## config.mk

```make
export PLATFORM = sky130hd
export DESIGN_NAME = data_mem_ctrl
export DESIGN_NICKNAME = d
export VERILOG_FILES = /design/src/rtl/data_mem_pkg.sv /design/src/rtl/data_mem_ctrl_array.sv /design/src/rtl/data_mem_ctrl.sv
export SDC_FILE = /design/constraint.sdc
export NUM_CORES = 2
export LEC_CHECK = 0
export ABC_AREA = 1
export CORE_MARGIN = 4
export CORE_UTILIZATION = 53
export DETAILED_ROUTE_END_ITERATION = 8
export PLACE_DENSITY = 0.75
export SYNTH_ARGS = -nofsm -noshare
export SYNTH_HDL_FRONTEND = slang
export SYNTH_SLANG_ARGS = --single-unit
```

## constraint.sdc

```tcl
create_clock -name clk -period 6.2 [get_ports clk]
set_input_delay 0.93 -clock clk [delete_from_list [all_inputs] [get_ports clk]]
set_output_delay 0.93 -clock clk [all_outputs]
set_load 0.005 [all_outputs]
```

## src/rtl/data_mem_pkg.sv

```systemverilog
// Shared types and defaults for the parametrised data memory controller.
package data_mem_pkg;

    typedef enum logic {ST_CLEAR, ST_READY} mem_state_t;

    localparam int DW_DEF = 8;
    localparam int AW_DEF = 8;

    // Index width for an array of 'depth' words; a one-word array still needs one bit.
    function automatic int addr_bits(input int depth);
        return (depth > 1) ? $clog2(depth) : 1;
    endfunction

endpackage

```

## src/rtl/data_mem_ctrl_array.sv

```systemverilog
// Single-port word array: synchronous write, registered read, no reset on storage.
module mem_array_1rw
    import data_mem_pkg::*;
#(
    parameter int DW    = DW_DEF,
    parameter int DEPTH = 256,
    parameter int AA    = addr_bits(DEPTH)
) (
    input  logic          clk,
    input  logic          we_i,
    input  logic          re_i,
    input  logic [AA-1:0] addr_i,
    input  logic [DW-1:0] wdata_i,
    output logic [DW-1:0] rdata_o
);

    logic [DW-1:0] mem_q [DEPTH];
    logic [DW-1:0] rdata_q;

    // The controller never presents an address >= DEPTH with we_i or re_i set.
    always_ff @(posedge clk) begin
        if (we_i) begin
            mem_q[addr_i] <= wdata_i;
        end
        if (re_i) begin
            rdata_q <= mem_q[addr_i];
        end
    end

    assign rdata_o = rdata_q;

endmodule

```

## src/rtl/data_mem_ctrl.sv

```systemverilog
// Data memory controller: valid/ready requests, one-cycle registered loads,
// zero-fill sequencer and sticky out-of-range error.
module data_mem_ctrl
    import data_mem_pkg::*;
#(
    parameter int DW             = DW_DEF,
    parameter int AW             = AW_DEF,
    parameter int DEPTH          = 256,
    parameter int CLEAR_ON_RESET = 1
) (
    input  logic          clk,
    input  logic          rst_n,
    input  logic          req_valid,
    output logic          req_ready,
    input  logic          req_write,
    input  logic [AW-1:0] req_addr,
    input  logic [DW-1:0] req_wdata,
    output logic          rsp_valid,
    output logic [DW-1:0] rsp_rdata,
    input  logic          clr_start,
    output logic          busy,
    output logic          err,
    input  logic          err_clr
);

    localparam int         AA      = addr_bits(DEPTH);
    localparam logic [AW:0] DEPTH_W = (AW+1)'(DEPTH);
    localparam logic [AA-1:0] LAST  = AA'(DEPTH - 1);
    localparam mem_state_t ST_RST   = (CLEAR_ON_RESET != 0) ? ST_CLEAR : ST_READY;

    mem_state_t    state_q;
    logic [AA-1:0] clr_ptr_q;
    logic          rsp_valid_q;
    logic          rd_zero_q;
    logic          err_q;

    logic          accept;
    logic          in_range;
    logic          load_acc;
    logic          arr_we;
    logic          arr_re;
    logic [AA-1:0] arr_addr;
    logic [DW-1:0] arr_wdata;
    logic [DW-1:0] arr_rdata;

    assign req_ready = (state_q == ST_READY) && !clr_start;
    assign busy      = (state_q == ST_CLEAR);
    assign accept    = req_valid && req_ready;
    assign in_range  = {1'b0, req_addr} < DEPTH_W;
    assign load_acc  = accept && !req_write;

    always_comb begin
        arr_we    = 1'b0;
        arr_re    = 1'b0;
        arr_addr  = req_addr[AA-1:0];
        arr_wdata = req_wdata;
        if (state_q == ST_CLEAR) begin
            arr_we    = 1'b1;
            arr_addr  = clr_ptr_q;
            arr_wdata = '0;
        end else if (accept && in_range) begin
            arr_we = req_write;
            arr_re = !req_write;
        end
    end

    mem_array_1rw #(
        .DW    (DW),
        .DEPTH (DEPTH),
        .AA    (AA)
    ) u_array (
        .clk     (clk),
        .we_i    (arr_we),
        .re_i    (arr_re),
        .addr_i  (arr_addr),
        .wdata_i (arr_wdata),
        .rdata_o (arr_rdata)
    );

    // rd_zero_q masks the array's read register: it reads as zero after reset
    // and after an out-of-range load, and otherwise holds the last loaded word.
    always_ff @(posedge clk or negedge rst_n) begin
        if (!rst_n) begin
            state_q     <= ST_RST;
            clr_ptr_q   <= '0;
            rsp_valid_q <= 1'b0;
            rd_zero_q   <= 1'b1;
            err_q       <= 1'b0;
        end else begin
            rsp_valid_q <= load_acc;
            if (load_acc) begin
                rd_zero_q <= !in_range;
            end
            if (accept && !in_range) begin
                err_q <= 1'b1;
            end else if (err_clr) begin
                err_q <= 1'b0;
            end
            if (state_q == ST_CLEAR) begin
                if (clr_ptr_q == LAST) begin
                    state_q   <= ST_READY;
                    clr_ptr_q <= '0;
                end else begin
                    clr_ptr_q <= clr_ptr_q + 1'b1;
                end
            end else if (clr_start) begin
                state_q <= ST_CLEAR;
            end
        end
    end

    assign rsp_valid = rsp_valid_q;
    assign rsp_rdata = rd_zero_q ? '0 : arr_rdata;
    assign err       = err_q;

endmodule

```

* Word level (Yosys, flattened, before mapping) *
Memories as Yosys holds them, arrays and structs flattened. A register that Yosys moved wholly into a read port is not among the register bits.
Index checks and enable logic that the tools add are counted.

storage, ports and cells
  register bits after elaboration = 11
  memory bits (writable) = 2048
  bits of input ports = 22
  output and inout bits = 12
  logic and storage cells = 26
  memories kept = 1

cells by class
  add/subtract/negate cells = 1
  equality and inequality tests = 1
  multiplexer cells = 13
  bitwise operators = 1
  reductions and logical operators = 5

memories
  name           depth  bits a word  read ports  clocked after Yosys merged registers in  write ports  line                       RTL
  u_array.mem_q  256    8            1           1                                        1            data_mem_ctrl_array.sv:17  logic [DW-1:0] mem_q [DEPTH];

operators with widths
  operator                                      count
  2-to-1 mux 8 bit                              4
  2-to-1 mux 1 bit                              9
  adder 8 x 1 -> 8 bit (second input constant)  1
  equality test 8 bit (second input constant)   1
  logical AND 1 bit                             3
  logical NOT 1 bit                             2
  inverter 1 bit                                1

* Logic depth before layout (Yosys ltp) *
  word-level depth = 7
  mapped depth = 19
  mapped depth without buffers = 16

* Cells and area by module *
Synthesis repeated with hierarchy kept, for this count alone.

unflattened totals
  cells, all modules = 8146
  area, all modules = 85718.5 µm²

modules (own cells, without submodules)
  module         times used  cells an instance  area an instance (µm²)  seq. area each (µm²)
  mem_array_1rw  1           8021               84936.5                 61739.2
  data_mem_ctrl  1           125                782.0                   276.5

* Worst setup path after synthesis *
OpenSTA, ideal clock, no wires.

  path kind = input-to-reg
  start = input req_wdata[0]
  end = memory u_array.mem_q[0][0] in the netlist's numbering, data pin
  setup time = 773 ps
  arrival time = 3738 ps
  required time = 5427 ps
  slack = 1688 ps
  stages = 2
  buffers on the path = 0
  path through = nand2_1 inv_1

between the ends
  cells in the longest elaborated chain, start to end = 1

ends and longest elaborated chain
  what              line                       RTL
  from (decl)       data_mem_ctrl.sv:17        input logic [DW-1:0] req_wdata,
  2-to-1 mux 8 bit  data_mem_ctrl.sv:57        if (state_q == ST_CLEAR) begin
  net arr_wdata[0]  data_mem_ctrl.sv:43        logic [DW-1:0] arr_wdata;
  to (decl)         data_mem_ctrl_array.sv:17

The timed path passes the listed nets, and every way through them passes these cells.

* Worst setup path after layout *
  start = register state_q
  end = register u_array.rdata_q[7], in the netlist u_array.rdata_o[7], read port of u_array.mem_q, data pin

between the ends
  cells in the longest elaborated chain, start to end = 4
  elaborated cells between the ends (all ways) = 5
  classes of those cells = 3 x mux; 2 x reduce/logical

ends and longest elaborated chain
  what                    line                       RTL
  from (decl)             data_mem_ctrl.sv:31        mem_state_t state_q;
  from (signal assigned)  data_mem_ctrl.sv:84        state_q <= ST_RST;
  from (signal assigned)  data_mem_ctrl.sv:101       state_q <= ST_READY;
  from (signal assigned)  data_mem_ctrl.sv:107       state_q <= ST_CLEAR;
  logical AND 1 bit       data_mem_ctrl.sv:46        assign req_ready = (state_q == ST_READY) && !clr_start;
  logical AND 1 bit       data_mem_ctrl.sv:48        assign accept = req_valid && req_ready;
  2-to-1 mux 1 bit        data_mem_ctrl.sv:61        end else if (accept && in_range) begin
  2-to-1 mux 1 bit        data_mem_ctrl.sv:57
  to (decl)               data_mem_ctrl_array.sv:18  logic [DW-1:0] rdata_q;

Several ways; a longest one is shown, not always the timed one.
A chain may end at the register's enable or synchronous reset.

==> implementation parameters <==
Parameter                              Value

Run status
  Result of the run ... complete, no violations

Clock network
  Clock root cell ... clkbuf_16
  Deepest clock path buffer count ... 3
  Post-CTS setup buffer count ... 0
  Post_cts resized ... 0
  Maximum level of the CTS H-tree ... 4
  TritonCTS clock tree ... yes
  CTS clock-pin slew for the worst setup and hold paths ... 60 ps
  Number of buffers added by the clock tree synthesis step ... 199
  Clock latency on the worst-skew pair ... slightly above 800 ps
  CTS Sinks ... 2,067
  Count of hold buffers inserted by post-cts repair ... 0

STA
  Slew Limit Headroom ... 19.9%
  Highest clock rate ... roughly 0.22 GHz
  Final setup vio count ... 0
  Slew at the pin with the worst max-slew slack ... between 1000 and 1500 ps
  Post-layout minimum cycle time ... 4550 ps
  Setup repair after global routing missed its margin ... no
  Count of final max-slew check failures ... 0
  Worst clock skew ... about 50 ps
  Setup TNS Final ... 0 ps
  Part of the cycle the worst path needs ... 73.3%
  Number of hold violations in the final report ... 0

Logic synthesis
  Top-area cell type share of the netlist area ... 70.1%
  Synthesized instance count ... 8,637
  Adder-cell share of the synthesized area ... 0.0142%
  EDFF count, synth ... 2,056
  Ys Warns ... 0
  Net count after synthesis ... between 8,000 and 9,000
  Most instantiated library cell after synthesis ... nand2_1
  Cell type with the largest total area after synthesis ... edfxtp_1
  Post-synthesis simple-gate area fraction ... 26.0%
  Xor and xnor area share after synthesis ... 0.00995%
  Top_reg_cell synth ... edfxtp_1
  Largest family of logic cells by synthesized area ... simple AND/OR/NAND/NOR gates
  Synth Area in Compound Gates ... 0.817%
  Number of flip-flops and latches in the synthesized netlist ... 2,067
  Synth area leaders ... edfxtp_1 70%, nand2_1 21%, nand3_1 2.9%
  Post-synth top cells ... 4,972 x nand2_1, 2,056 x edfxtp_1, 514 x nand3_1, 353 x nor2_1, 229 x buf_2
  Cell Area, Synth ... 0.0880 mm2
  Portion of netlist area occupied by mux cells ... 0%
  Sequential cell area fraction in the yosys report ... 70.5%
  Synth cell types ... 34
  Share of flip-flops with an asynchronous set or reset ... 0.532%
  Mean cell area of the mapped netlist ... 10.2 um2

Routing
  Count of routing violations after the opening detailed-route iteration ... 7,870
  Total routed wirelength ... 225 mm
  Post-route DRC violation count ... 0
  Number of routed nets with antenna violations ... 0
  Detailed-route via count ... 60,800
  WL per Instance ... ~21 um
  Number of optimization iterations in the first detailed-route pass ... 8
  Routed via count divided by cell count ... 5.62

Power
  Cell area power density ... 402 mW/mm2
  Lkg Pwr ... 40.6 nW
  Worst voltage drop across the vdd grid ... 0.427 mV

Floorplan
  Height of the chip ... between 400 and 500 um
  Core region area ... 0.165 mm2
  I/O pins ... 34
  Starting Density ... around 53%
  Die X ... 416 um
  Number of rows in the core area ... 149
  DIE AREA ... 0.173 mm2

Placement
  Placed wire-length estimate ... ~120 mm
  Global placer's final weighted congestion ... 0.856
  Cell Area, Placed ... 0.0899 mm2
  Count of buffers from port buffering ... 31

Layout
  Final instance area ... 0.0963 mm2
  Count of nets after finishing ... 8,476
  Area grow syn2layout ... 9.44%
  Layout cells sized above 1 ... 4.67%

Global route
  Number of global-route vias before repair ... 58,000
  Antenna violations before repair ... 4
  Sum of overflow across all layers after global routing ... 0
  Pin count of the biggest net entering global routing ... around 210
  Global-route wire length before repair ... 340 mm
  Overall track demand over capacity in global routing ... between 20% and 30%

Worst setup path
  Beginning of the critical path ... state_q
  Worst reg2reg path endpoint ... u_array.rdata_o[7]
  Startpoint class of the critical path ... register
  Type of destination of the critical path ... register
  Largest fanout on the critical path ... between 200 and 250
  R2R Path Start ... state_q
  Arrival time worst endpoint ... 5120 ps
  Worst-case register-to-register setup slack ... 1650 ps
  Count of cells along the worst register-to-register path ... 17
  Worst setup path category ... reg -> reg
  Data required time of the critical path ... 6770 ps

Min path
  Hold Path Class ... in -> async

Job
  Max-cap viol count ... 0
==> per-stage QoR <==
step	hold WS [ps]	utilization (%)	total power [mW]	std cells	worst slack [ps]
finish	453	58.4	38.7	10800	1650
global route	446	58.4	40.4	10800	1550
CTS	420	58.4	38.5	10800	1880
detailed placement	462	54.5	26.8	10400	1160
global placement	461	54.5	26.7	10400	1180
floorplan	442	-	23.2	8637	1690
==> registers in the layout, indices dropped and copies added (netlist names) <==
name and flops:
rd_zero_q 1, rsp_valid 1, clr_ptr_q 8, state_q 1, u_array.mem_q 2048, u_array.rdata_o 8
==> power by group <==
group | total [mW] | internal (mW) | leakage (nW) | switching, mW
logic | 11.2 | 2.54 | 17.1 | 8.71
clock network | 11.9 | 6.66 | 3.12 | 5.24
registers | 15.6 | 15.5 | 20.4 | 0.0636
==> logic make-up after synthesis <==
family / Yosys count
buf+inv: 546
flops: 2067
simple gates: 5880
compound gates: 141
xor+xnor: 1
fa+ha+maj: 1
other cells: 1
==> layout by cell type, fill, tap and decap left out, drive strengths merged, types with 3 or more instances in the layout <==
| master | instances |
|---|---|
| buf | 88 |
| o21ai | 139 |
| clkdlybuf4s50 | 31 |
| nand3 | 514 |
| dfrtp | 10 |
| inv | 47 |
| nand4 | 16 |
| or2 | 3 |
| edfxtp | 2056 |
| bufinv | 17 |
| clkbuf | 242 |
| clkinv | 107 |
| nor3 | 6 |
| nor2 | 361 |
| nor3b | 4 |
| nand2 | 4975 |
| diode | 5 |
| clkinvlp | 4 |
==> final cells by class <==
class	instances	area, um2
flip-flops and latches	2067	62000
multi-input cells	6024	23700
repair buffers	119	1220
diodes	5	12.5
fillers	13000	68700
clock inverters	133	1240
well taps	2189	2740
inverters	42	235
clock buffers	242	5160
==> worst max-delay path by stage <==
stage / endpoint / slack (ps) / cells after the start
after floorplan: u_array.mem_q[0][0] / 1690 / 2
after global placement: u_array.rdata_o[4] / 1180 / 16
after detailed placement: u_array.rdata_o[4] / 1160 / 16
after CTS: u_array.rdata_o[4] / 1880 / 17
after global routing: u_array.rdata_o[6] / 1550 / 17
final: u_array.rdata_o[7] / 1650 / 17
==> critical path, stage by stage (launching register included) <==
cell and delay, ps:
dfrtp_1 420, buf_4 440, nand2_8 400, nand2_8 430, inv_8 220, buf_12 300, nand2_1 240, nand2_1 100
nand2_1 70, nand2_1 60, nand2_1 50, nand2_1 60, o21ai_1 280, nand2_1 210, nor2_1 370, nor2_1 70
nor2_1 100, nand2_1 60
==> layer usage <==
metal  track usage (%)  up-vias  wire [um]
met5                 0        -          0
met4              11.4        0      10300
met3              5.05      498      23500
met2              40.3     3283     106000
met1              34.5    29000      85600
li1                  -    28100          -
Power figures use the tool's default switching activity.
